==> src/rtl/w5500_spi_target.sv <==
// SPI target speaking the W5500 frame format (16-bit address, control byte, data bytes).
// It stands in for the real chip: it holds a small common-register memory and strobes out every write.
`timescale 1ns/1ps
module w5500_spi_target #(
  parameter int          ADDR_BITS     = 6,
  parameter int          SYNC_STAGES   = 2,
  parameter logic [7:0]  VERSION_VALUE = 8'h04
) (
  input  logic        clk,
  input  logic        rst,
  input  logic        spi_clk,
  input  logic        spi_chip_select_n,
  input  logic        mosi,
  output logic        miso,
  output logic        wr_valid,
  output logic [15:0] wr_addr,
  output logic [7:0]  wr_data,
  output logic        frame_done,
  output logic        frame_error,
  output logic        busy
);

  localparam int DEPTH = 1 << ADDR_BITS;
  localparam logic [15:0] VERSION_ADDR = 16'h0039;

  typedef enum logic [2:0] {S_IDLE, S_HEADER, S_DATA_WR, S_DATA_RD, S_DISCARD} state_t;

  logic [SYNC_STAGES-1:0] sclk_sync_q, sclk_sync_d;
  logic [SYNC_STAGES-1:0] cs_sync_q, cs_sync_d;
  logic [SYNC_STAGES-1:0] mosi_sync_q, mosi_sync_d;
  logic sclk_prev_q, sclk_prev_d, cs_prev_q, cs_prev_d;
  logic sclk_s, cs_s, mosi_s, sclk_rise, sclk_fall, cs_rise, cs_fall;

  state_t      state_q, state_d;
  logic [4:0]  bit_cnt_q, bit_cnt_d;
  logic [7:0]  rx_sr_q, rx_sr_d, tx_sr_q, tx_sr_d;
  logic [15:0] addr_q, addr_d;
  logic [4:0]  bsb_q, bsb_d;
  logic [2:0]  len_q, len_d;
  logic        unlim_q, unlim_d;
  logic        wr_valid_q, wr_valid_d;
  logic [15:0] wr_addr_q, wr_addr_d;
  logic [7:0]  wr_data_q, wr_data_d;
  logic        frame_done_q, frame_done_d, frame_error_q, frame_error_d;

  logic [7:0]  mem_q [DEPTH];
  logic        mem_we;
  logic [ADDR_BITS-1:0] mem_idx;
  logic [7:0]  mem_wd;

  logic [7:0]  rx_byte, rd_byte;
  logic        in_range, hdr_done;

  always_comb begin
    sclk_sync_d = {sclk_sync_q[SYNC_STAGES-2:0], spi_clk};
    cs_sync_d   = {cs_sync_q[SYNC_STAGES-2:0], spi_chip_select_n};
    mosi_sync_d = {mosi_sync_q[SYNC_STAGES-2:0], mosi};
    sclk_s      = sclk_sync_q[SYNC_STAGES-1];
    cs_s        = cs_sync_q[SYNC_STAGES-1];
    mosi_s      = mosi_sync_q[SYNC_STAGES-1];
    sclk_prev_d = sclk_s;
    cs_prev_d   = cs_s;
    sclk_rise   = sclk_s & ~sclk_prev_q;
    sclk_fall   = ~sclk_s & sclk_prev_q;
    cs_rise     = cs_s & ~cs_prev_q;
    cs_fall     = ~cs_s & cs_prev_q;
  end

  always_comb begin
    rx_byte  = {rx_sr_q[6:0], mosi_s};
    in_range = (bsb_q == 5'd0) && (addr_q[15:ADDR_BITS] == '0);
    mem_idx  = addr_q[ADDR_BITS-1:0];
    if (addr_q == VERSION_ADDR) rd_byte = VERSION_VALUE;
    else if (in_range)          rd_byte = mem_q[mem_idx];
    else                        rd_byte = 8'h00;
    hdr_done = (state_q == S_DATA_WR) || (state_q == S_DATA_RD) || (state_q == S_DISCARD);
  end

  always_comb begin
    state_d       = state_q;
    bit_cnt_d     = bit_cnt_q;
    rx_sr_d       = rx_sr_q;
    tx_sr_d       = tx_sr_q;
    addr_d        = addr_q;
    bsb_d         = bsb_q;
    len_d         = len_q;
    unlim_d       = unlim_q;
    wr_valid_d    = 1'b0;
    wr_addr_d     = wr_addr_q;
    wr_data_d     = wr_data_q;
    frame_done_d  = 1'b0;
    frame_error_d = 1'b0;
    mem_we        = 1'b0;
    mem_wd        = rx_byte;

    // CS rising wins over any SCLK edge seen in the same cycle.
    if (cs_rise && state_q != S_IDLE) begin
      state_d   = S_IDLE;
      bit_cnt_d = 5'd0;
      tx_sr_d   = 8'h00;
      if (hdr_done && bit_cnt_q[2:0] == 3'd0)              frame_done_d  = 1'b1;
      else if (!(state_q == S_HEADER && bit_cnt_q == 5'd0)) frame_error_d = 1'b1;
    end else begin
      case (state_q)
        S_IDLE: begin
          bit_cnt_d = 5'd0;
          if (cs_fall) state_d = S_HEADER;
        end
        S_HEADER: if (sclk_rise) begin
          rx_sr_d   = rx_byte;
          bit_cnt_d = bit_cnt_q + 5'd1;
          if (bit_cnt_q == 5'd7)  addr_d[15:8] = rx_byte;
          if (bit_cnt_q == 5'd15) addr_d[7:0]  = rx_byte;
          if (bit_cnt_q == 5'd23) begin
            bsb_d     = rx_byte[7:3];
            unlim_d   = (rx_byte[1:0] == 2'b00);
            case (rx_byte[1:0])
              2'b01:   len_d = 3'd1;
              2'b10:   len_d = 3'd2;
              2'b11:   len_d = 3'd4;
              default: len_d = 3'd0;
            endcase
            bit_cnt_d = 5'd0;
            state_d   = rx_byte[2] ? S_DATA_WR : S_DATA_RD;
          end
        end
        S_DATA_WR: if (sclk_rise) begin
          rx_sr_d   = rx_byte;
          bit_cnt_d = bit_cnt_q + 5'd1;
          if (bit_cnt_q == 5'd7) begin
            bit_cnt_d  = 5'd0;
            wr_valid_d = 1'b1;
            wr_addr_d  = addr_q;
            wr_data_d  = rx_byte;
            mem_we     = in_range && (addr_q != VERSION_ADDR);
            addr_d     = addr_q + 16'd1;
            if (!unlim_q) begin
              len_d = len_q - 3'd1;
              if (len_q == 3'd1) state_d = S_DISCARD;
            end
          end
        end
        S_DATA_RD: begin
          if (sclk_rise) begin
            bit_cnt_d = bit_cnt_q + 5'd1;
            if (bit_cnt_q == 5'd7) begin
              bit_cnt_d = 5'd0;
              addr_d    = addr_q + 16'd1;
              if (!unlim_q) begin
                len_d = len_q - 3'd1;
                if (len_q == 3'd1) state_d = S_DISCARD;
              end
            end
          end else if (sclk_fall) begin
            // Load on the byte boundary so the MSB leads the sampling edge by half a period.
            tx_sr_d = (bit_cnt_q[2:0] == 3'd0) ? rd_byte : {tx_sr_q[6:0], 1'b0};
          end
        end
        default: ;
      endcase
    end
  end

  always_ff @(posedge clk or posedge rst) begin
    if (rst) begin
      sclk_sync_q   <= '0;
      cs_sync_q     <= '1;
      mosi_sync_q   <= '0;
      sclk_prev_q   <= 1'b0;
      cs_prev_q     <= 1'b1;
      state_q       <= S_IDLE;
      bit_cnt_q     <= 5'd0;
      rx_sr_q       <= 8'h00;
      tx_sr_q       <= 8'h00;
      addr_q        <= 16'h0000;
      bsb_q         <= 5'd0;
      len_q         <= 3'd0;
      unlim_q       <= 1'b0;
      wr_valid_q    <= 1'b0;
      wr_addr_q     <= 16'h0000;
      wr_data_q     <= 8'h00;
      frame_done_q  <= 1'b0;
      frame_error_q <= 1'b0;
      for (int i = 0; i < DEPTH; i++) mem_q[i] <= 8'h00;
    end else begin
      sclk_sync_q   <= sclk_sync_d;
      cs_sync_q     <= cs_sync_d;
      mosi_sync_q   <= mosi_sync_d;
      sclk_prev_q   <= sclk_prev_d;
      cs_prev_q     <= cs_prev_d;
      state_q       <= state_d;
      bit_cnt_q     <= bit_cnt_d;
      rx_sr_q       <= rx_sr_d;
      tx_sr_q       <= tx_sr_d;
      addr_q        <= addr_d;
      bsb_q         <= bsb_d;
      len_q         <= len_d;
      unlim_q       <= unlim_d;
      wr_valid_q    <= wr_valid_d;
      wr_addr_q     <= wr_addr_d;
      wr_data_q     <= wr_data_d;
      frame_done_q  <= frame_done_d;
      frame_error_q <= frame_error_d;
      if (mem_we) mem_q[mem_idx] <= mem_wd;
    end
  end

  assign miso        = (state_q == S_DATA_RD) ? tx_sr_q[7] : 1'b0;
  assign busy        = (state_q != S_IDLE);
  assign wr_valid    = wr_valid_q;
  assign wr_addr     = wr_addr_q;
  assign wr_data     = wr_data_q;
  assign frame_done  = frame_done_q;
  assign frame_error = frame_error_q;

endmodule

==> config.mk <==
export PLATFORM = sky130hd
export DESIGN_NAME = w5500_spi_target
export DESIGN_NICKNAME = d
export VERILOG_FILES = /design/src/rtl/w5500_spi_target.sv
export SDC_FILE = /design/constraint.sdc
export NUM_CORES = 1
export LEC_CHECK = 0
export ABC_CLOCK_PERIOD_IN_PS = 29400
export CORE_ASPECT_RATIO = 1.1
export CORE_MARGIN = 4
export CORE_UTILIZATION = 40
export DETAILED_ROUTE_END_ITERATION = 12
export PLACE_DENSITY_LB_ADDON = 0.12
export SYNTH_ARGS = -nofsm -noshare
export SYNTH_HDL_FRONTEND = slang
export SYNTH_SLANG_ARGS = --single-unit
==> constraint.sdc <==
create_clock -name clk -period 29.4 [get_ports clk]
set_clock_uncertainty 0.15 [all_clocks]
set_input_delay 5.88 -clock clk [delete_from_list [all_inputs] [get_ports clk]]
set_output_delay 5.88 -clock clk [all_outputs]
set_load 0.01 [all_outputs]
==> reports/qor.txt, run 1 <==
Die Wd - 259 um
clock share of power - 43.8%
status - complete, no violations
Peak VDD IR - 51.2 uV
routed vias - 17600
CP max FO - 151
Top FF cell, synth - dfrtp_1
nets@finish - 2060
Setup violations, final - 0
post-synth top area cell - dfrtp_1
Worst Hold Class - reg -> reg
ys async rst share - 100%
post-synthesis cell count - 2062
final hold vios - 0
P_sw - 0.000507 W
number of port buffers - 33
Max Transition Viols Final - 0
num rows - 100
max cap viols - 0
Area growth syn-to-layout - 12.1%
area of the die - 73500 um2
Hold Worst Slack - 0.199 ns
sequential share of the synthesized area - 53.8%
Synth top area share - 53.5%
P_leak - 14.1 nW
relative max-transition margin - 13.8%
worst slew pin tran - 1.28 ns
clk_lat worst skew - 0.59 ns
Remaining DRCs - 0
post-CTS sizing - 0
CTS sink cnt - 595
Sum Neg Setup Slack - 0 ns
initial core utilization - 40.6%
n_diodes - 0
#FFs+latches synth - 595
Cell Area, Synth - 27700 um2
CP Launch Type - input pin
period utilisation layout - 30.1%
Logic pwr share - 10.6%
DPL Wire Length - 50.6 mm
overall die height - 284 um
Pwr Density - 60.1 nW/um2
H-tree Lvls - 3
pin count of the biggest net entering global routing - 152
Core ar. - 68200 um2
vias in the first global route - 18400
GPL Wtd Cong - 0.820
first-pass GRT wire length - 123 mm
Routed Antenna Nets - 0
sequential cell area - 14900 um2
Num CTS Buffers - 67
synth top area cells - dfrtp_1 53%, mux2_2 23%, mux4_2 4.1%, clkbuf_1 1.5%, a221oi_1 1.3%
synth warn - 0
root buf cell - clkbuf_16
Synth cell types - 71
initial antenna violation count - 0
min Tclk post-route - 8.86 ns
f_max - 113 MHz
multi-input logic area - 12100 um2
drt pass-1 iters - 7
EDFF count, synth - 0
syn nets - 2074
net switching fraction of the power - 27.1%
WP data required - 29.86 ns
critical path endpoint category - async pin
CTS tree - built
Post-Route WL - 81.3 mm
CTS Hold Bufs - 0
Vias/cell - 5.83
grt ovf - 0
Ports - 34
Crit path arrival time - 9.32 ns
CTS Buffer Depth - 3
Total Power - 0.00187 W
synthesized area per cell - 13.4 um2
total track usage - 22.2%
drt wl/cell - 27.0 um
ratio of cells with drive above 1 in the final layout - 41.0%
Setup Fix Bufs, Post-CTS - 0
sequential share of power - 45.6%
Pint - 0.00136 W
Fill cells - 6151
1st-iter DRT viols - 1228
critical path class - in -> async
RSZ-0062 raised after global routing - false
clk slew on worst S/H paths - 0.06 ns
-- metrics by stage --
| stage | instances | util (%) | setup slack [ns] | cell area (um2) |
|---|---|---|---|---|
| finish | 3015 | 45.6 | 20.54 | 31100 |
| global route | 3015 | 45.6 | 20.09 | 31100 |
| CTS | 3015 | 45.6 | 20.46 | 31100 |
| detailed placement | 2897 | 42.4 | 19.81 | 28900 |
| global placement | 2897 | 42.4 | 19.90 | 28900 |
| floorplan | 2062 | - | 6.72 | 27700 |
-- state kept, by name, summed over array words and instances (netlist names) --
| name | cells |
|---|---|
| bit_cnt_q | 5 |
| rx_sr_q | 7 |
| wr_data | 8 |
| mosi_sync_q | 2 |
| sclk_sync_q | 2 |
| tx_sr_q | 8 |
| len_q | 3 |
| frame_done | 1 |
| mem_q | 512 |
| addr_q | 16 |
| frame_error | 1 |
| bsb_q | 5 |
| wr_addr | 16 |
| state_q | 3 |
| sclk_prev_q | 1 |
| wr_valid | 1 |
| cs_sync_q | 2 |
| unlim_q | 1 |
| cs_prev_q | 1 |
-- layout make-up --
cell class                 instances  share of cell area [%]
clock buffer                     111                    6.66
clock inverter                     7                   0.213
inverter                          15                   0.205
multi-input combinational       1295                    39.1
sequential                       595                    48.0
tap                              918                    3.70
timing repair buffer              74                    2.09
-- placed cells by master (no fill, tap or decap), types with 43 or more instances in the layout --
master,synthesis,layout
dfrtp_1,592,581
mux2_2,575,575
nand2_1,76,76
clkbuf_16,0,73
a21oi_1,64,64
nor2_1,53,51
mux4_2,51,51
a22oi_1,46,46
nor2_2,41,43
o21ai_0,43,43
-- synth_stat cells (19+ instances only) --
cell	n
mux4_2	51
nor2_4	22
nand2_1	76
nor2_2	41
a221oi_1	41
mux2_2	575
o21ai_0	43
dfrtp_1	592
a21oi_1	64
a22oi_1	46
buf_1	28
nand3_1	19
clkbuf_1	113
nor2_1	53
mux2i_1	33
-- metal layers --
layer | up-vias | global-route usage, % | wire length, um
met2 | 467 | 35.6 | 38800
met4 | 0 | 9.18 | 3370
met5 | - | 0 | 0
met3 | 153 | 3.71 | 4030
li1 | 7611 | - | -
met1 | 9341 | 30.1 | 35200
-- power by group through the flow --
stage | clock network (W) | logic [W] | registers, W
final | 0.000817 | 0.000198 | 0.000852
after global routing | 0.000876 | 0.000212 | 0.000854
after CTS | 0.000843 | 0.000197 | 0.000852
after detailed placement | 0 | 0.000196 | 0.000867
after global placement | 0 | 0.000192 | 0.000866
after floorplan | 0 | 0.000135 | 0.000851
-- cells by family (layout without fill, tap and decap cells) --
logic type	Yosys count	count (layout)	share of synthesized area, %
multiplexers	671	671	29.2
flip-flops	595	595	53.8
AND/OR/NAND/NOR	309	309	6.41
AO/OA/AOI/OAI	304	304	7.73
buffers and inverters	172	207	2.46
adder cells (fa/ha/maj)	7	7	0.316
XOR/XNOR	4	4	0.126
-- final timing paths --
| path | from | to | slack, ns | cells after the start |
|---|---|---|---|---|
| max | rst | mem_q[193] | 20.54 | 5 |
| min | mosi_sync_q[0] | mosi_sync_q[1] | 0.20 | 0 |
| min reg2reg | mosi_sync_q[0] | mosi_sync_q[1] | 0.20 | 0 |
| max in group clk | state_q[1] | miso | 20.76 | 4 |
| max reg2reg | addr_q[0] | tx_sr_q[7] | 24.81 | 8 |
| min in group asynchronous | rst | rx_sr_q[5] | 5.67 | 2 |
-- critical path, cell delays in order --
cell and delay [ns]:
clkdlybuf4s50_1 0.49, inv_8 0.54, buf_4 0.67, buf_12 0.59, buf_4 0.79
No activity file was read; power rests on OpenSTA's default activity.
==> run 2, diff against run 1 <==
ABC_CLOCK_PERIOD_IN_PS = 8400   (was 29400)
clock period = 8.4 ns   (was 29.4 ns; I/O delays follow)
==> run 2 against run 1 <==
Setup slack worse by 17 ns. Via count is 0.88% higher. Core utilization is 0.10 points higher. Wire length is 1.3% higher. Sequential cell count stayed put. Combinational power grew to 2.8 times the previous value. Non-clock buffer count is 5 lower. Hold slack worse by 0.00060 ns. Sequential power grew to 3.7 times the previous value.
==> reports/qor.txt, run 2 (synthesis gave the netlist of run 1 again) <==
Largest Register - mem_q
commonest non-fill, non-tap cell in the layout - dfrtp_1
final hold vios - 0
CP Launch Type - register
Reg2Reg Depth - 6
worst slew pin tran - 1.15 ns
GPL Wtd Cong - 0.864
Sum Neg Setup Slack - 0 ns
GR Util met2 - 36.3%
most frequent cells in the layout - 581 x dfrtp_1, 575 x mux2_2, 76 x nand2_1, 72 x clkbuf_16, 64 x a21oi_1
grt ovf - 0
pin count of the biggest net entering global routing - 170
max FFs per register - 512
P_leak - 14.1 nW
Remaining DRCs - 0
RSZ-0062 raised after global routing - false
CTS Buffer Depth - 3
CTS Hold Bufs - 0
routed vias - 17700
total track usage - 22.4%
CTS tree - built
r2r setup slk - 3.89 ns
initial core utilization - 40.6%
DPL Wire Length - 51.0 mm
dpl cells - 2892
drt pass-1 iters - 7
Crit path arrival time - 4.84 ns
1st-iter DRT viols - 1314
num rows - 100
Finished Layout Cells - 3010
min Tclk post-route - 4.51 ns
status - complete, no violations
ratio of cells with drive above 1 in the final layout - 41.4%
Vias/cell - 5.89
Core ar. - 68200 um2
reg2reg end - mem_q[162]
period utilisation layout - 53.7%
Num CTS Buffers - 69
critical path class - reg -> reg
final setup margin - 3.89 ns
vias in the first global route - 18600
gr busiest metal - met2
WP data required - 8.73 ns
met3 Use GR - 3.48%
initial antenna violation count - 3
Min-Delay Path Depth - 0
Area growth syn-to-layout - 12.4%
Routed Antenna Nets - 0
drt wl/cell - 27.4 um
nets@finish - 2057
area of the die - 73500 um2
Post-Route WL - 82.4 mm
post-CTS sizing - 0
clk slew on worst S/H paths - 0.06 ns
root buf cell - clkbuf_16
CTS sink cnt - 595
f_max - 222 MHz
clk_lat worst skew - 0.62 ns
Setup violations, final - 0
HP Start - mosi_sync_q[0]
max cap viols - 0
hold endpoint - mosi_sync_q[1]
Worst Hold Class - reg -> reg
r2r startpoint - addr_q[3]
Peak VDD IR - 214 uV
Setup Fix Bufs, Post-CTS - 0
H-tree Lvls - 3
Max Transition Viols Final - 0
relative max-transition margin - 23.0%
first-pass GRT wire length - 125 mm
Setup WS pre-CTS - 3.96 ns
GR Layer Usage met1 - 30.7%
CP max FO - 20
critical path endpoint category - register
overall die height - 284 um
Pwr Density - 213 nW/um2
Ports - 34
number of port buffers - 33
Die Wd - 259 um
run 2: cell count changes in the layout (fill, tap and decap cells not counted), sizes merged:
cell / previous run / this run
buf: 41 / 36
bufinv: 1 / 2
clkbuf: 111 / 100
inv: 15 / 18
clkinvlp: 1 / 2
diode: 0 / 1
clkinv: 5 / 10
run 2: how the worst max path moves through the flow:
stage | to | slack, ns | start | cells after the start
2_1_floorplan | addr_q[0] | -1.54 | rst | 1
3_3_place_gp | mem_q[36] | 4.11 | addr_q[5] | 6
3_5_place_dp | mem_q[358] | 3.96 | addr_q[3] | 6
4_1_cts | mem_q[358] | 3.93 | addr_q[3] | 6
5_1_grt | mem_q[355] | 3.63 | addr_q[3] | 6
6_report | mem_q[162] | 3.89 | addr_q[3] | 6
run 2: cell type report:
cell class              instances  area (um2)
fillers                      6124       37100
flip-flops and latches        595       14900
multi-input cells            1295       12100
clock buffers                 100        2040
well taps                     918        1150
repair buffers                 69         651
clock inverters                17         164
inverters                      15        60.1
diodes                          1        2.50
run 2: routing by layer:
metal	part of all wire, %	routed length [um]
met5	0.017	14
met4	3.6	2980
met3	5.2	4260
met2	48	39200
met1	44	36000
run 2: power by group:
part	total [W]	internal (W)	leakage, nW	switching, W
Clock	0.00295	0.00174	1.09	0.00120
Combinational	0.000550	0.000147	4.74	0.000404
Sequential	0.00313	0.00290	8.26	0.000224
Total	0.00662	0.00479	14.1	0.00183
run 2: worst max-delay path, stage by stage (launching register included):
cell,delay [ns]
dfrtp_1,0.59
nand3_1,0.82
o311ai_0,0.41
nor4_4,0.75
nand3_2,0.68
nor2_2,0.58
mux2_2,0.40
run 2: through the flow:
step / utilization [%] / power [W] / hold WS (ns) / area (um2)
6_report: 45.7 / 0.00662 / 0.199 / 31100
3_5_place_dp: 42.4 / 0.00373 / 0.190 / 28900
3_3_place_gp: 42.4 / 0.00372 / 0.188 / 28900
2_1_floorplan: - / 0.00345 / 0.181 / 27700
5_1_grt: 45.7 / 0.00687 / 0.215 / 31100
4_1_cts: 45.7 / 0.00670 / 0.203 / 31100
==> run 3, diff against run 2 <==
ABC_CLOCK_PERIOD_IN_PS = 4680   (was 8400)
clock period = 4.68 ns   (was 8.4 ns; I/O delays follow)
==> run 3 against run 2 <==
Non-clock buffer count rose by 23. Core utilization up 0.18 points. Largest cell class unchanged. Sequential power up 83%. Critical endpoint is now mem_q[179]. First-iteration DRC count grew 0.38%. Critical path depth unchanged.
==> reports/qor.txt, run 3 (synthesis gave the netlist of run 1 again) <==
status - complete, no violations
WP buf/inv - 2
grt ovf - 0
Ports - 34
most frequent cells in the layout - 581 x dfrtp_1, 575 x mux2_2, 76 x nand2_1, 69 x clkbuf_16, 64 x a21oi_1
Logic pwr share - 7.9%
min Tclk post-route - 3.77 ns
gr busiest metal - met2
initial antenna violation count - 0
final hold vios - 0
Num CTS Buffers - 66
CP Launch Type - register
commonest non-fill, non-tap cell in the layout - dfrtp_1
CP max stage delay - 0.75 ns
ratio of cells with drive above 1 in the final layout - 41.5%
P_leak - 14.2 nW
num rows - 100
Post-Route WL - 84.8 mm
GR Layer Usage met1 - 31.8%
drt wl/cell - 28.0 um
CTS sink cnt - 595
CTS tree - built
Pint - 0.00846 W
Die Wd - 259 um
overall die height - 284 um
CP max FO - 67
sequential cell area - 14900 um2
relative max-transition margin - 22.9%
Max Transition Viols Final - 0
CTS Buffer Depth - 3
Pwr Density - 376 nW/um2
first-pass GRT wire length - 128 mm
dpl cell area - 29200 um2
Finished Layout Cells - 3027
clk_lat worst skew - 0.61 ns
number of port buffers - 33
P_sw - 0.00330 W
routed vias - 17900
met3 Use GR - 3.65%
H-tree Lvls - 3
total track usage - 23.0%
Remaining DRCs - 0
DPL Wire Length - 54.2 mm
CTS Hold Bufs - 0
WP data required - 5.01 ns
initial core utilization - 40.6%
Fill cells - 6136
Worst Hold Class - reg -> reg
Total Power - 0.0118 W
critical path endpoint category - register
f_max - 265 MHz
GPL Wtd Cong - 0.865
area of the die - 73500 um2
Largest Register - mem_q
multi-input logic area - 12100 um2
RSZ-0062 raised after global routing - false
Setup violations, final - 0
vias in the first global route - 18600
GR Util met2 - 37.9%
Area growth syn-to-layout - 12.8%
delay-heaviest family, CP - simple AND/OR/NAND/NOR gates
pin count of the biggest net entering global routing - 109
max cap viols - 0
Hold Worst Slack - 0.202 ns
max FFs per register - 512
1st-iter DRT viols - 1319
net switching fraction of the power - 28.0%
clk slew on worst S/H paths - 0.05 ns
sequential share of power - 48.7%
Peak VDD IR - 291 uV
post-route cell area - 31300 um2
n_diodes - 0
critical path class - reg -> reg
Core ar. - 68200 um2
nets@finish - 2077
Sum Neg Setup Slack - 0 ns
drt pass-1 iters - 5
post-CTS sizing - 0
Vias/cell - 5.93
CP Cell Sequence - buf_12 > nor2_1 > buf_4 > nand3_4 > nor2_2 > mux2_2
Setup Fix Bufs, Post-CTS - 0
period utilisation layout - 80.5%
worst slew pin tran - 1.15 ns
root buf cell - clkbuf_16
Crit path arrival time - 4.09 ns
slowest library cell on the worst path - nor2_1
Routed Antenna Nets - 0
dpl cells - 2915
clock share of power - 43.4%
==> run 3: through the flow <==
stage / util, % / setup WS, ns
finish: 45.8 / 0.913
global route: 45.8 / 0.701
CTS: 45.8 / 0.908
detailed placement: 42.8 / 0.907
global placement: 42.8 / 0.879
floorplan: - / -4.52
==> run 3: worst paths after layout <==
path / start / slack (ns) / endpoint / cells past startpoint
worst max-delay path: addr_q[2] / 0.91 / mem_q[179] / 6
worst min-delay path: sclk_sync_q[0] / 0.20 / sclk_sync_q[1] / 0
worst max register to register: addr_q[2] / 0.91 / mem_q[179] / 6
worst min register to register: sclk_sync_q[0] / 0.20 / sclk_sync_q[1] / 0
max in group asynchronous: rst / 2.49 / mem_q[341] / 4
min in group asynchronous: rst / 0.71 / sclk_sync_q[0] / 2
==> run 3: area by class of cell <==
type	instances	share of cell area [%]
inverter	15	0.192
clock buffer	104	6.36
tap	918	3.67
sequential	595	47.7
timing repair buffer	92	2.83
multi-input combinational	1295	38.8
clock inverter	8	0.352
==> run 3: power by group through the flow <==
stage	Sequential [W]	Combinational, W	Clock (W)
floorplan	0.00535	0.000848	0
global placement	0.00582	0.000902	0
detailed placement	0.00582	0.000919	0
CTS	0.00572	0.000925	0.00523
global route	0.00575	0.000998	0.00544
finish	0.00572	0.000925	0.00511
==> run 3: worst register-to-register path, cell delays in order, from the launching register on <==
cell	delay, ns
dfrtp_4	0.69
buf_12	0.30
nor2_1	0.82
buf_4	0.35
nand3_4	0.33
nor2_2	0.59
mux2_2	0.41
==> run 3: layer usage <==
layer,vias up,part of all wire [%]
li1,7647,-
met1,9729,44
met2,453,49
met3,111,4.6
met4,0,2.5
met5,-,0
==> RTL edit: new RTL, config.mk and constraints of run 3 <==
Change the parameter `ADDR_BITS` from 6 to 5.
--- a/src/rtl/w5500_spi_target.sv
+++ b/src/rtl/w5500_spi_target.sv
@@ -3,5 +3,5 @@
 `timescale 1ns/1ps
 module w5500_spi_target #(
-  parameter int          ADDR_BITS     = 6,
+  parameter int          ADDR_BITS     = 5,
   parameter int          SYNC_STAGES   = 2,
   parameter logic [7:0]  VERSION_VALUE = 8'h04
Check against the original RTL: same outputs for any inputs over 4 cycles, from zero or initial values and one cycle with rst high; that may be too few to reach the edited logic, so the function may still have changed.
==> RTL edit against run 3 <==
  * Sequential share of layout area shrank 0.76 points
  * Global-route usage shrank 3.8 points
  * Synthesized cell count shrank 42%
  * Power shrank 41%
  * Critical path depth is the same
  * Final area shrank 42%
  * Worst setup slack gained 0.25 ns
  * Synthesized area shrank 42%
  * Combinational power shrank 6.5%
  * Routed wire length shrank 53%
  * Count of clock-buffer cells in the layout shrank 45
  * Sequential cell count shrank 256
  * Largest cell class unchanged
  * Largest power group unchanged
==> RTL edit: results (changes against run 3) <==
vias in the first global route 10403 (was 18646); Hold Startpoint mosi_sync_q[0] (was sclk_sync_q[0]); fillers 3551 (was 6136); hpwl dp 25800 um (was 54200 um); Vias per Instance 5.70 (was 5.93); Worst-Skew Late Latency 0.54 ns (was 0.61 ns); share of post-route cells with drive strength above 1 35.9% (was 41.5%); post-DR wirelength/cell 23.2 um (was 28.0 um); critical path endpoint mem_q[155] (was mem_q[179]); Netlist cell types 65 (was 71); Global Route Usage Sum 19.2% (was 23.0%); crit-path max FO 10 (was 67); sequential share of the synthesized area 53.2% (was 53.8%); Via Count 9881 (was 17940); H-tree levels 2 (was 3); largest net degree at the start of global routing 92 (was 109); total CTS buffers 38 (was 66); Slew HR 24.7% (was 22.9%); outcome complete, no violations (unchanged); fin nets 1214 (was 2077); mean area per synthesized cell 13.4 sq um (about the same); max incr delay on CP 0.87 ns (was 0.75 ns); final worst slack 1.17 ns (was 0.913 ns); Worst VDD drop 0.222 mV (was 0.291 mV); Iter 0 DRT Violations 507 (was 1319); top cells by count, synth dfrtp_1, mux2_2, clkbuf_1, nand2_1, mux2i_1 (was dfrtp_1, mux2_2, clkbuf_1, nand2_1, a21oi_1)
## RTL edit: cell types whose count changed in the layout (fill, tap and decap cells not counted), moves of 13 or more
cell / before / now
a21oi_1: 64 / 35
a221oi_1: 41 / 2
a22oi_1: 46 / 9
buf_4: 50 / 21
clkbuf_16: 69 / 39
dfrtp_1: 581 / 334
mux2_2: 575 / 285
mux2i_1: 33 / 46
mux4_2: 51 / 38
nand2_1: 76 / 51
nor2_1: 52 / 29
nor2_2: 42 / 4
o21ai_0: 43 / 20
## RTL edit: where the power goes
| part | internal (mW) | total [mW] | switching [mW] | leakage, nW |
|---|---|---|---|---|
| Clock | 1.84 | 3.02 | 1.19 | 0.617 |
| Sequential | 2.98 | 3.10 | 0.120 | 4.70 |
| Combinational | 0.234 | 0.865 | 0.631 | 2.90 |
| Total | 5.05 | 6.99 | 1.94 | 8.22 |
## RTL edit: kinds of logic after synthesis
family,synth area share [%]
XOR/XNOR,0.110
AO/OA/AOI/OAI,5.38
adder cells (fa/ha/maj),0.706
flip-flops,53.2
AND/OR/NAND/NOR,8.49
multiplexers,29.6
buffers and inverters,2.56
## RTL edit: cell type report
class	instances	area [sq um]	share of cell area, %
clock inverters	7	114	0.630
repair buffers	58	568	3.14
well taps	507	634	3.51
clock buffers	59	1140	6.31
flip-flops and latches	339	8490	47.0
multi-input cells	748	7070	39.1
inverters	15	60.1	0.332
## RTL edit: metal layers
| layer | share of wire (%) | track usage, % | wire length (um) | up-vias |
|---|---|---|---|---|
| met5 | 0 | 0 | 0 | - |
| met4 | 2.6 | 5.43 | 1050 | 0 |
| met3 | 2.7 | 2.53 | 1080 | 59 |
| met2 | 49 | 31.7 | 19500 | 155 |
| met1 | 46 | 26.9 | 18500 | 5241 |
| li1 | - | - | - | 4426 |
